## src/rtl/addsub_oot_pkg.sv

```systemverilog
// Shared definitions for the inverse add/sub core.
// - state_t       : join/resync state encoding
// - DEFAULT_WIDTH : default bits per I or Q component
package addsub_oot_pkg;

    localparam int unsigned DEFAULT_WIDTH = 16;

    typedef enum logic [1:0] {
        RUN        = 2'd0,
        DRAIN_SUM  = 2'd1,
        DRAIN_DIFF = 2'd2
    } state_t;

endpackage

```

## src/rtl/addsub_inv_lane.sv

```systemverilog
// One-component inverse butterfly: a = (s+d)>>>1, b = (s-d)>>>1.
// Purely combinational. All operands and results are two's complement.
// Ports:
//   s, d : WIDTH-bit sum / difference component
//   a, b : WIDTH-bit reconstructed components
module addsub_inv_lane #(
    parameter int unsigned WIDTH = 16
) (
    input  logic [WIDTH-1:0] s,
    input  logic [WIDTH-1:0] d,
    output logic [WIDTH-1:0] a,
    output logic [WIDTH-1:0] b
);

    logic signed [WIDTH:0] s_ext;
    logic signed [WIDTH:0] d_ext;
    logic signed [WIDTH:0] add_full;
    logic signed [WIDTH:0] sub_full;

    assign s_ext    = {s[WIDTH-1], s};
    assign d_ext    = {d[WIDTH-1], d};
    assign add_full = s_ext + d_ext;
    assign sub_full = s_ext - d_ext;

    // Halving a (WIDTH+1)-bit value of two WIDTH-bit operands always fits in WIDTH bits.
    assign a = WIDTH'(add_full >>> 1);
    assign b = WIDTH'(sub_full >>> 1);

endmodule

```

## src/rtl/addsub_inv_oot.sv

```systemverilog
// Inverse add/sub core: reconstructs a = (sum+diff)/2 and b = (sum-diff)/2 from two
// AXI-stream inputs of {I, Q} samples, and resynchronises the inputs when their
// packet boundaries disagree by discarding the tail of the longer packet.
// Ports:
//   ap_clk, ap_rst_n          : clock, asynchronous active-low reset
//   sum_T*, diff_T*           : input streams (TDATA = {I, Q})
//   a_T*, b_T*                : registered output streams
//   err_count                 : saturating count of TLAST mismatches
module addsub_inv_oot
    import addsub_oot_pkg::*;
#(
    parameter int unsigned WIDTH = DEFAULT_WIDTH,
    parameter int unsigned ERR_W = 16
) (
    input  logic               ap_clk,
    input  logic               ap_rst_n,

    input  logic [2*WIDTH-1:0] sum_TDATA,
    input  logic               sum_TVALID,
    output logic               sum_TREADY,
    input  logic               sum_TLAST,

    input  logic [2*WIDTH-1:0] diff_TDATA,
    input  logic               diff_TVALID,
    output logic               diff_TREADY,
    input  logic               diff_TLAST,

    output logic [2*WIDTH-1:0] a_TDATA,
    output logic               a_TVALID,
    input  logic               a_TREADY,
    output logic               a_TLAST,

    output logic [2*WIDTH-1:0] b_TDATA,
    output logic               b_TVALID,
    input  logic               b_TREADY,
    output logic               b_TLAST,

    output logic [ERR_W-1:0]   err_count
);

    state_t               state_q;
    logic [2*WIDTH-1:0]   a_data_q, b_data_q;
    logic                 a_valid_q, b_valid_q;
    logic                 a_last_q, b_last_q;
    logic [ERR_W-1:0]     err_count_q;

    logic [WIDTH-1:0]     a_i, a_q, b_i, b_q;
    logic                 can_load;
    logic                 join_ok;
    logic                 sum_ready, diff_ready;

    addsub_inv_lane #(.WIDTH(WIDTH)) u_lane_i (
        .s (sum_TDATA[2*WIDTH-1:WIDTH]),
        .d (diff_TDATA[2*WIDTH-1:WIDTH]),
        .a (a_i),
        .b (b_i)
    );

    addsub_inv_lane #(.WIDTH(WIDTH)) u_lane_q (
        .s (sum_TDATA[WIDTH-1:0]),
        .d (diff_TDATA[WIDTH-1:0]),
        .a (a_q),
        .b (b_q)
    );

    // Both slots must be empty or draining this cycle before a new join.
    assign can_load = (~a_valid_q | a_TREADY) & (~b_valid_q | b_TREADY);
    assign join_ok  = (state_q == RUN) & sum_TVALID & diff_TVALID & can_load;

    always_comb begin
        sum_ready  = 1'b0;
        diff_ready = 1'b0;
        case (state_q)
            RUN: begin
                sum_ready  = join_ok;
                diff_ready = join_ok;
            end
            DRAIN_SUM:  sum_ready  = 1'b1;
            DRAIN_DIFF: diff_ready = 1'b1;
            default: ;
        endcase
    end

    // Readies are held low while reset is asserted, independent of state.
    assign sum_TREADY  = sum_ready & ap_rst_n;
    assign diff_TREADY = diff_ready & ap_rst_n;

    always_ff @(posedge ap_clk or negedge ap_rst_n) begin
        if (!ap_rst_n) begin
            state_q     <= RUN;
            a_data_q    <= '0;
            b_data_q    <= '0;
            a_valid_q   <= 1'b0;
            b_valid_q   <= 1'b0;
            a_last_q    <= 1'b0;
            b_last_q    <= 1'b0;
            err_count_q <= '0;
        end else begin
            if (join_ok) begin
                a_data_q  <= {a_i, a_q};
                b_data_q  <= {b_i, b_q};
                a_last_q  <= sum_TLAST | diff_TLAST;
                b_last_q  <= sum_TLAST | diff_TLAST;
                a_valid_q <= 1'b1;
                b_valid_q <= 1'b1;
            end else begin
                if (a_TREADY) a_valid_q <= 1'b0;
                if (b_TREADY) b_valid_q <= 1'b0;
            end

            case (state_q)
                RUN: begin
                    if (join_ok && (sum_TLAST != diff_TLAST)) begin
                        // The stream that ended early waits while the other drains.
                        state_q <= sum_TLAST ? DRAIN_DIFF : DRAIN_SUM;
                        if (err_count_q != '1) err_count_q <= err_count_q + 1'b1;
                    end
                end
                DRAIN_SUM: begin
                    if (sum_TVALID && sum_TLAST) state_q <= RUN;
                end
                DRAIN_DIFF: begin
                    if (diff_TVALID && diff_TLAST) state_q <= RUN;
                end
                default: state_q <= RUN;
            endcase
        end
    end

    assign a_TDATA   = a_data_q;
    assign a_TVALID  = a_valid_q;
    assign a_TLAST   = a_last_q;
    assign b_TDATA   = b_data_q;
    assign b_TVALID  = b_valid_q;
    assign b_TLAST   = b_last_q;
    assign err_count = err_count_q;

endmodule

```

## config.mk

```make
export PLATFORM = sky130hd
export DESIGN_NAME = addsub_inv_oot
export DESIGN_NICKNAME = d
export VERILOG_FILES = /design/src/rtl/addsub_oot_pkg.sv /design/src/rtl/addsub_inv_lane.sv /design/src/rtl/addsub_inv_oot.sv
export SDC_FILE = /design/constraint.sdc
export NUM_CORES = 1
export LEC_CHECK = 0
export CORE_MARGIN = 1.5
export CORE_UTILIZATION = 50
export DETAILED_ROUTE_END_ITERATION = 6
export GPL_TIMING_DRIVEN = 0
export PLACE_DENSITY = 0.91
export SYNTH_ARGS = -nofsm -noshare
export SYNTH_HDL_FRONTEND = slang
export SYNTH_SLANG_ARGS = --single-unit
```

## constraint.sdc

```tcl
create_clock -name ap_clk -period 3.6 [get_ports ap_clk]
set_input_delay 1.08 -clock ap_clk [delete_from_list [all_inputs] [get_ports ap_clk]]
set_output_delay 1.08 -clock ap_clk [all_outputs]
set_load 0.05 [all_outputs]
```

==> results.md, run 1 <==
* Status: completed
* Vias per Instance at slightly below 6
* Number of global-route vias before repair at 6465
* Worst-margin pin slew at 0.735 ns
* Worst-path maximum fanout at 3
* Crit end category: primary output
* RSZ-0062 raised after global routing: false
* Fin crit period at roughly 3.5 ns
* Total die area at 0.0141 mm²
* Die Width at 119 µm
* Post-synthesis simple-gate area fraction at 19.5%
* Largest family of logic cells by synthesized area: compound AO/OA/AOI/OAI gates
* Synth top area share at a little under a third
* Initial DRC count at between 500 and 600
* Max-cap violations at 0
* Total track usage at between 20% and 30%
* Nets@finish at between 1000 and 1500
* Synth Instances at a little under 800
* Total global routing overflow at 0
* Setup Viol. Count Final at 0
* Routed vias at 6707
* Yosys cell types at 75
* Syn_area_per_cell at 8.42 µm²
* Maximum clock rate at 285 MHz
* Top FF cell, synth: dfrtp_1
* Drt drc at 0
* Critical path origin: b_TREADY
* Final worst path period share at 97.5%
* Largest cells by area after synthesis: dfrtp_1 32%, ha_1 12%, xnor2_1 6.2%, o21ai_0 5.1%, nand2_1 4.6%
* Critical Path RT at 2.52 ns
* Final non-filler cell total at 1151
* Power Dens Cells at a little over 600 mW/mm²
* Routed WL at 20.1 mm
* Finished Cell Area at 0.00894 mm²
* XOR/XNOR Fraction of Synth Area at 7.20%
* Die Y-Extent at 119 µm
* Yosys warns at 0
* Core box area at 0.0131 mm²
* Flops & latches, synth at 85
* Pre-antenna DRT Iters at 5
* CTS Sinks at 85
* Critical R2R Launch: state_q[1]
* VDD IR max at slightly above 0.5 mV
* Finished Core Util at between 60% and 70%
* CP Class: input port to primary output
* Share of cells above drive strength 1 at under 10%
* Later-pin clock latency in the skew report at 0.34 ns
* Post-Synth Adder-Cell Area at 12.8%
* Startpoint types: input port
* Reg2reg setup slack at 1.06 ns
* Initial Util at 50.9%
* Critical path data arrival time at approximately 2.4 ns
* Number of buffers added on ports at ~160
* FILL cells at 1084
* CTS Buffer Depth at 2
* Final Skew at 0.0111 ns
* R2R Path End: err_count[7]
* TritonCTS clock tree: built
* Mapped Nets at 933
* First-pass GRT wire length at 32.3 mm
* Root Buffer: clkbuf_16
* H-tree depth at 3
* FFs w/ async S/R, synth at 100%
* Min Hold Slack at 0.477 ns
* Diodes inserted at 0
* Post-synthesis compound-gate area fraction at ~22%
* Mux share of post-synthesis cell area at less than 1%
* Commonest cells in the netlist: 85 x dfrtp_1, 82 x nand2_1, 68 x o21ai_0
* Rows at 42
* LEAKAGE at a little under 4 nW
* Post-synth EDFFs at 0
* Register area share after synthesis at 31.8%
* Setup TNS at 0 ns
* Wire length per cell at 17.4 µm
* R2R depth at 8
* CP endpoint: sum_TREADY
* Post-synth top area cell: dfrtp_1
* Post-Syn Area at between 0.006 and 0.007 mm²
* Clock-pin slew on the worst setup and hold paths at 0.07 ns
* Syn-to-layout area delta at 33.6%
* Post-CTS Hold Buffers at 0
* Cts bufs inserted at 9
* Antenna violations before repair at 0
* Num ports at 158
* Antenna Nets Post-Route at 0
* Pin count of the biggest net entering global routing at 46
* Dpl cells at around 1100
* Final hold vios at 0
* Cell with the most instances after synthesis: dfrtp_1
* Worst hold path class: register to register
* Slew margin rel. at 50.6%
* Max-slew violations at 0
* GP Congestion at ~0.95
* Placed instance area at roughly 0.0085 mm²
* DP Wirelength at approximately 15 mm
[cells in the final DEF (no fill, tap or decap), types with 5 or more instances in the layout]
master	instances
clkdlybuf4s50_1	151
dfrtp_1	85
nand2_1	82
o21ai_0	68
ha_1	62
inv_1	59
nor2_1	53
xnor2_1	47
a21oi_1	41
clkbuf_1	24
nand3_1	22
nor3_1	18
nand4_1	16
nor2b_1	15
a211oi_1	14
a31oi_1	13
buf_4	12
o211ai_1	11
buf_2	10
a21o_1	10
clkbuf_16	9
xor2_1	8
nand2b_1	8
o21a_1	7
and3_1	6
nor4_1	6
buf_1	6
or3_1	5
o31ai_1	5
[kinds of logic after synthesis]
family,after synthesis
buffers and inverters,106
AO/OA/AOI/OAI,217
multiplexers,4
AND/OR/NAND/NOR,262
flip-flops,85
adder cells (fa/ha/maj),66
XOR/XNOR,55
[flip-flops by register name, summed over array words and instances (netlist names)]
register / flops
err_count: 16
a_TDATA: 32
b_TVALID: 1
a_TVALID: 1
b_TLAST: 1
b_TDATA: 32
state_q: 2
[layer usage]
metal,GRT usage (%),vias up,routed length [µm]
met1,38.5,3210,8650
li1,-,3144,-
met5,0,-,0
met2,46.5,310,9380
met3,5.07,43,1520
met4,9.19,0,495
[what timing repair did]
action                                  CTS  global route
buffers inserted                          6             2
resized for setup                        28             2
endpoints found under the setup margin    2             3
pin swaps                                 2             2
[how the worst min path moves through the flow]
stage | startpoint | to | slack (ns) | cells after the start
finish | a_TDATA[26] | a_TDATA[26] | 0.48 | 2
global route | a_TDATA[26] | a_TDATA[26] | 0.51 | 2
CTS | a_TDATA[26] | a_TDATA[26] | 0.49 | 2
detailed placement | a_TDATA[16] | a_TDATA[16] | 0.47 | 2
global placement | a_TDATA[28] | a_TDATA[28] | 0.46 | 2
floorplan | state_q[1] | state_q[1] | 0.57 | 2
[power breakdown]
part / internal, mW / total (mW) / switching [mW]
registers: 1.28 / 1.55 / 0.270
logic: 1.02 / 2.97 / 1.95
clock network: 0.626 / 1.03 / 0.407
[critical path, stage by stage]
cell and delay [ns]:
clkdlybuf4s50_1 0.46, nand2b_4 0.13, and3_4 0.22, buf_8 0.12, nor2_2 0.04, nor3b_4 0.19
buf_6 0.18
[layout make-up]
type / instances / area [µm²] / share of cell area (%)
buffer: 45 / 211 / 2.36
tap: 176 / 220 / 2.46
multi-input combinational: 604 / 4190 / 46.8
inverter: 60 / 225 / 2.52
sequential: 85 / 2130 / 23.8
timing repair buffer: 166 / 1650 / 18.4
clock buffer: 10 / 239 / 2.67
clock inverter: 5 / 85.1 / 0.952
[stage by stage]
stage                     total power, mW  setup slack (ns)
after floorplan                      3.39            0.0519
after global placement               4.42             -3.22
after detailed placement             4.47             -1.30
after CTS                            5.52            0.0130
after global routing                 5.79            0.0318
final                                5.54            0.0898
(Power assumes the default switching activity.)
==> run 2, diff against run 1 <==
- CORE_UTILIZATION: 50 -> 51
- CTS_CLUSTER_DIAMETER: default -> 60
- PLACE_DENSITY: 0.91 -> 0.93
- SETUP_SLACK_MARGIN: default -> 0.02
==> results.md, run 2 (synthesis results as in run 1) <==
* Critical path's top delay family: buffers and inverters (unchanged)
* Fin crit period at 3.55 ns (was 3.51 ns)
* Routed vias at 6700 (was 6707)
* Cts bufs inserted at 9 (unchanged)
* Diodes inserted at 0 (unchanged)
* Busiest grt layer: met2 (unchanged)
* Final worst path period share at 98.5% (was 97.5%)
* Total global routing overflow at 0 (unchanged)
* Max-slew violations at 0 (unchanged)
* CTS Buffer Depth at 2 (unchanged)
* M1 GR Usage at 40.7% (was 38.5%)
* TritonCTS clock tree: built (unchanged)
* Cells along the critical path: clkdlybuf4s50_1, nand2b_4, and3_4, buf_12, nor2_1, nor3b_4, buf_6 (was clkdlybuf4s50_1, nand2b_4, and3_4, buf_8, nor2_2, nor3b_4, buf_6)
* Dpl cells at 1125 (was 1129)
* Clk pwr share at 18.8% (was 18.6%)
* Setup Viol. Count Final at 0 (unchanged)
* Rows at 41 (was 42)
* Antenna violations before repair at 0 (unchanged)
* Vias per Instance at 5.85 (was 5.83)
* Setup TNS at 0 ns (unchanged)
* Startpoint types: input port (unchanged)
* Worst path max stage delay at 0.48 ns (was 0.46 ns)
* Met3 global-route usage at 3.97% (was 5.07%)
* Power Dens Cells at 623 mW/mm² (was 620 mW/mm²)
* Antenna Nets Post-Route at 0 (unchanged)
* Final non-filler cell total at 1145 (was 1151)
* Commonest non-fill, non-tap cell in the layout: clkdlybuf4s50_1 (unchanged)
* Die Width at 118 µm (was 119 µm)
* Sequential Power Share at 27.5% (was 27.9%)
* Worst path bufs/invs at 3 (unchanged)
* Maximum clock rate at 282 MHz (was 285 MHz)
* Sw Share at 47.7% (was 47.4%)
* Core box area at 0.0127 mm² (was 0.0131 mm²)
* Syn-to-layout area delta at 33.5% (was 33.6%)
* Num ports at 158 (unchanged)
* H-tree depth at 3 (unchanged)
* P_int at 2.91 mW (was 2.92 mW)
* Worst-margin pin slew at 0.733 ns (was 0.735 ns)
* Worst hold path class: register to register (unchanged)
* Initial DRC count at 705 (was 563)
* Wire length per cell at 17.6 µm (was 17.4 µm)
* VDD IR max at 0.572 mV (was 0.504 mV)
* Total die area at 0.0138 mm² (was 0.0141 mm²)
* LEAKAGE at 3.91 nW (about the same)
* Die Y-Extent at 118 µm (was 119 µm)
* Slowest cell on the critical path: clkdlybuf4s50_1 (unchanged)
* Status: completed (unchanged)
* Routed WL at 20.1 mm (about the same)
* GP Congestion at 0.976 (was 0.952)
* Switch Pwr at 2.65 mW (was 2.63 mW)
* Later-pin clock latency in the skew report at 0.34 ns (about the same)
* Clock-pin slew on the worst setup and hold paths at 0.07 ns (about the same)
* Finished Core Util at 70.2% (was 68.1%)
* Drt drc at 0 (unchanged)
* Crit end category: primary output (unchanged)
* Number of global-route vias before repair at 6466 (was 6465)
* CP Class: input port to primary output (unchanged)
* Initial Util at 52.6% (was 50.9%)
* Share of cells above drive strength 1 at 7.30% (was 7.69%)
* Pwr Total at 5.56 mW (was 5.54 mW)
* Critical path data arrival time at 2.47 ns (was 2.43 ns)
* Pin count of the biggest net entering global routing at 50 (was 46)
* Final hold vios at 0 (unchanged)
* Critical Path RT at 2.52 ns (about the same)
* Worst-path maximum fanout at 3 (unchanged)
* Met2 GRT Util at 47.4% (was 46.5%)
* Most frequent cells in the layout: 152 x clkdlybuf4s50_1, 85 x dfrtp_1, 82 x nand2_1, 68 x o21ai_0, 62 x ha_1 (was 151 x clkdlybuf4s50_1, 85 x dfrtp_1, 82 x nand2_1, 68 x o21ai_0, 62 x ha_1)
* Root Buffer: clkbuf_16 (unchanged)
* Slew margin rel. at 51.1% (was 50.6%)
* Number of buffers added on ports at 157 (unchanged)
* First-pass GRT wire length at 32.6 mm (was 32.3 mm)
* Logic gate share of total power at 53.7% (was 53.5%)
* CTS Sinks at 85 (unchanged)
* Nets@finish at 1106 (was 1109)
* Final Skew at 0.00591 ns (was 0.0111 ns)
* DP Wirelength at 15.3 mm (was 15.1 mm)
* Total track usage at 29.2% (was 28.5%)
* Pre-antenna DRT Iters at 5 (unchanged)
* Max-cap violations at 0 (unchanged)
[run 2: changes by cell type in the layout (fill, tap and decap cells not counted)]
cell,before,now
buf_8,1,0
buf_4,12,9
dlygate4sd2_1,3,2
inv_8,0,1
inv_6,0,1
buf_16,0,1
nor2_1,53,55
clkdlybuf4s50_1,151,152
nor2_2,3,1
clkbuf_8,1,0
[run 2: routing by layer]
layer  part of all wire (%)  wire length, µm
met1                     44             8760
met2                     47             9440
met3                    7.1             1430
met4                    2.5              498
met5                      0                0
[run 2: layout make-up]
| type | instances | area, µm² |
|---|---|---|
| fill | 1009 | 3790 |
| clock buffer | 9 | 225 |
| timing repair buffer | 163 | 1630 |
| multi-input combinational | 604 | 4180 |
| tap | 172 | 215 |
| inverter | 60 | 225 |
| buffer | 45 | 216 |
| clock inverter | 7 | 105 |
| sequential | 85 | 2130 |
[run 2: worst paths after layout]
| path | startpoint | endpoint | slack (ns) | cells after the start |
|---|---|---|---|---|
| max in group asynchronous | ap_rst_n | a_TDATA[7] | 2.25 | 2 |
| worst max register to register | state_q[1] | a_TDATA[24] | 1.08 | 7 |
| min in group asynchronous | ap_rst_n | a_TDATA[26] | 0.73 | 1 |
| worst max-delay path | a_TREADY | diff_TREADY | 0.05 | 7 |
| worst min-delay path | a_TDATA[23] | a_TDATA[23] | 0.49 | 2 |
| worst min register to register | a_TDATA[23] | a_TDATA[23] | 0.49 | 2 |
[run 2: worst register-to-register path, cell delays in order, from the launching register on]
cell and delay [ns]:
dfrtp_1 0.47, and4bb_2 0.29, buf_4 0.14, nand3_2 0.12
buf_6 0.16, clkbuf_1 0.41, clkbuf_1 0.56, o21ai_0 0.21
[run 2: repair_timing]
item	4_1_cts	5_1_grt
gates resized for setup	22	3
cloned	0	0
endpoints found under the setup margin	2	3
buffers inserted	5	0
pin swaps	2	0
hold buffers	0	0
[run 2: power groups by stage]
stage	sequential, mW	combinational, mW	clock (mW)
after floorplan	2.60	0.795	0
after global placement	1.53	2.89	0
after detailed placement	1.53	2.95	0
after CTS	1.52	2.97	1.05
after global routing	1.57	3.15	1.09
final	1.53	2.98	1.04
[run 2: metrics by stage]
stage	setup slack [ns]	cell area, µm²	hold WS (ns)
after floorplan	0.0519	6710	0.573
after global placement	-3.18	8500	0.461
after detailed placement	-1.35	8530	0.470
after CTS	0.0442	8910	0.486
after global routing	-0.00177	8930	0.512
final	0.0537	8930	0.486
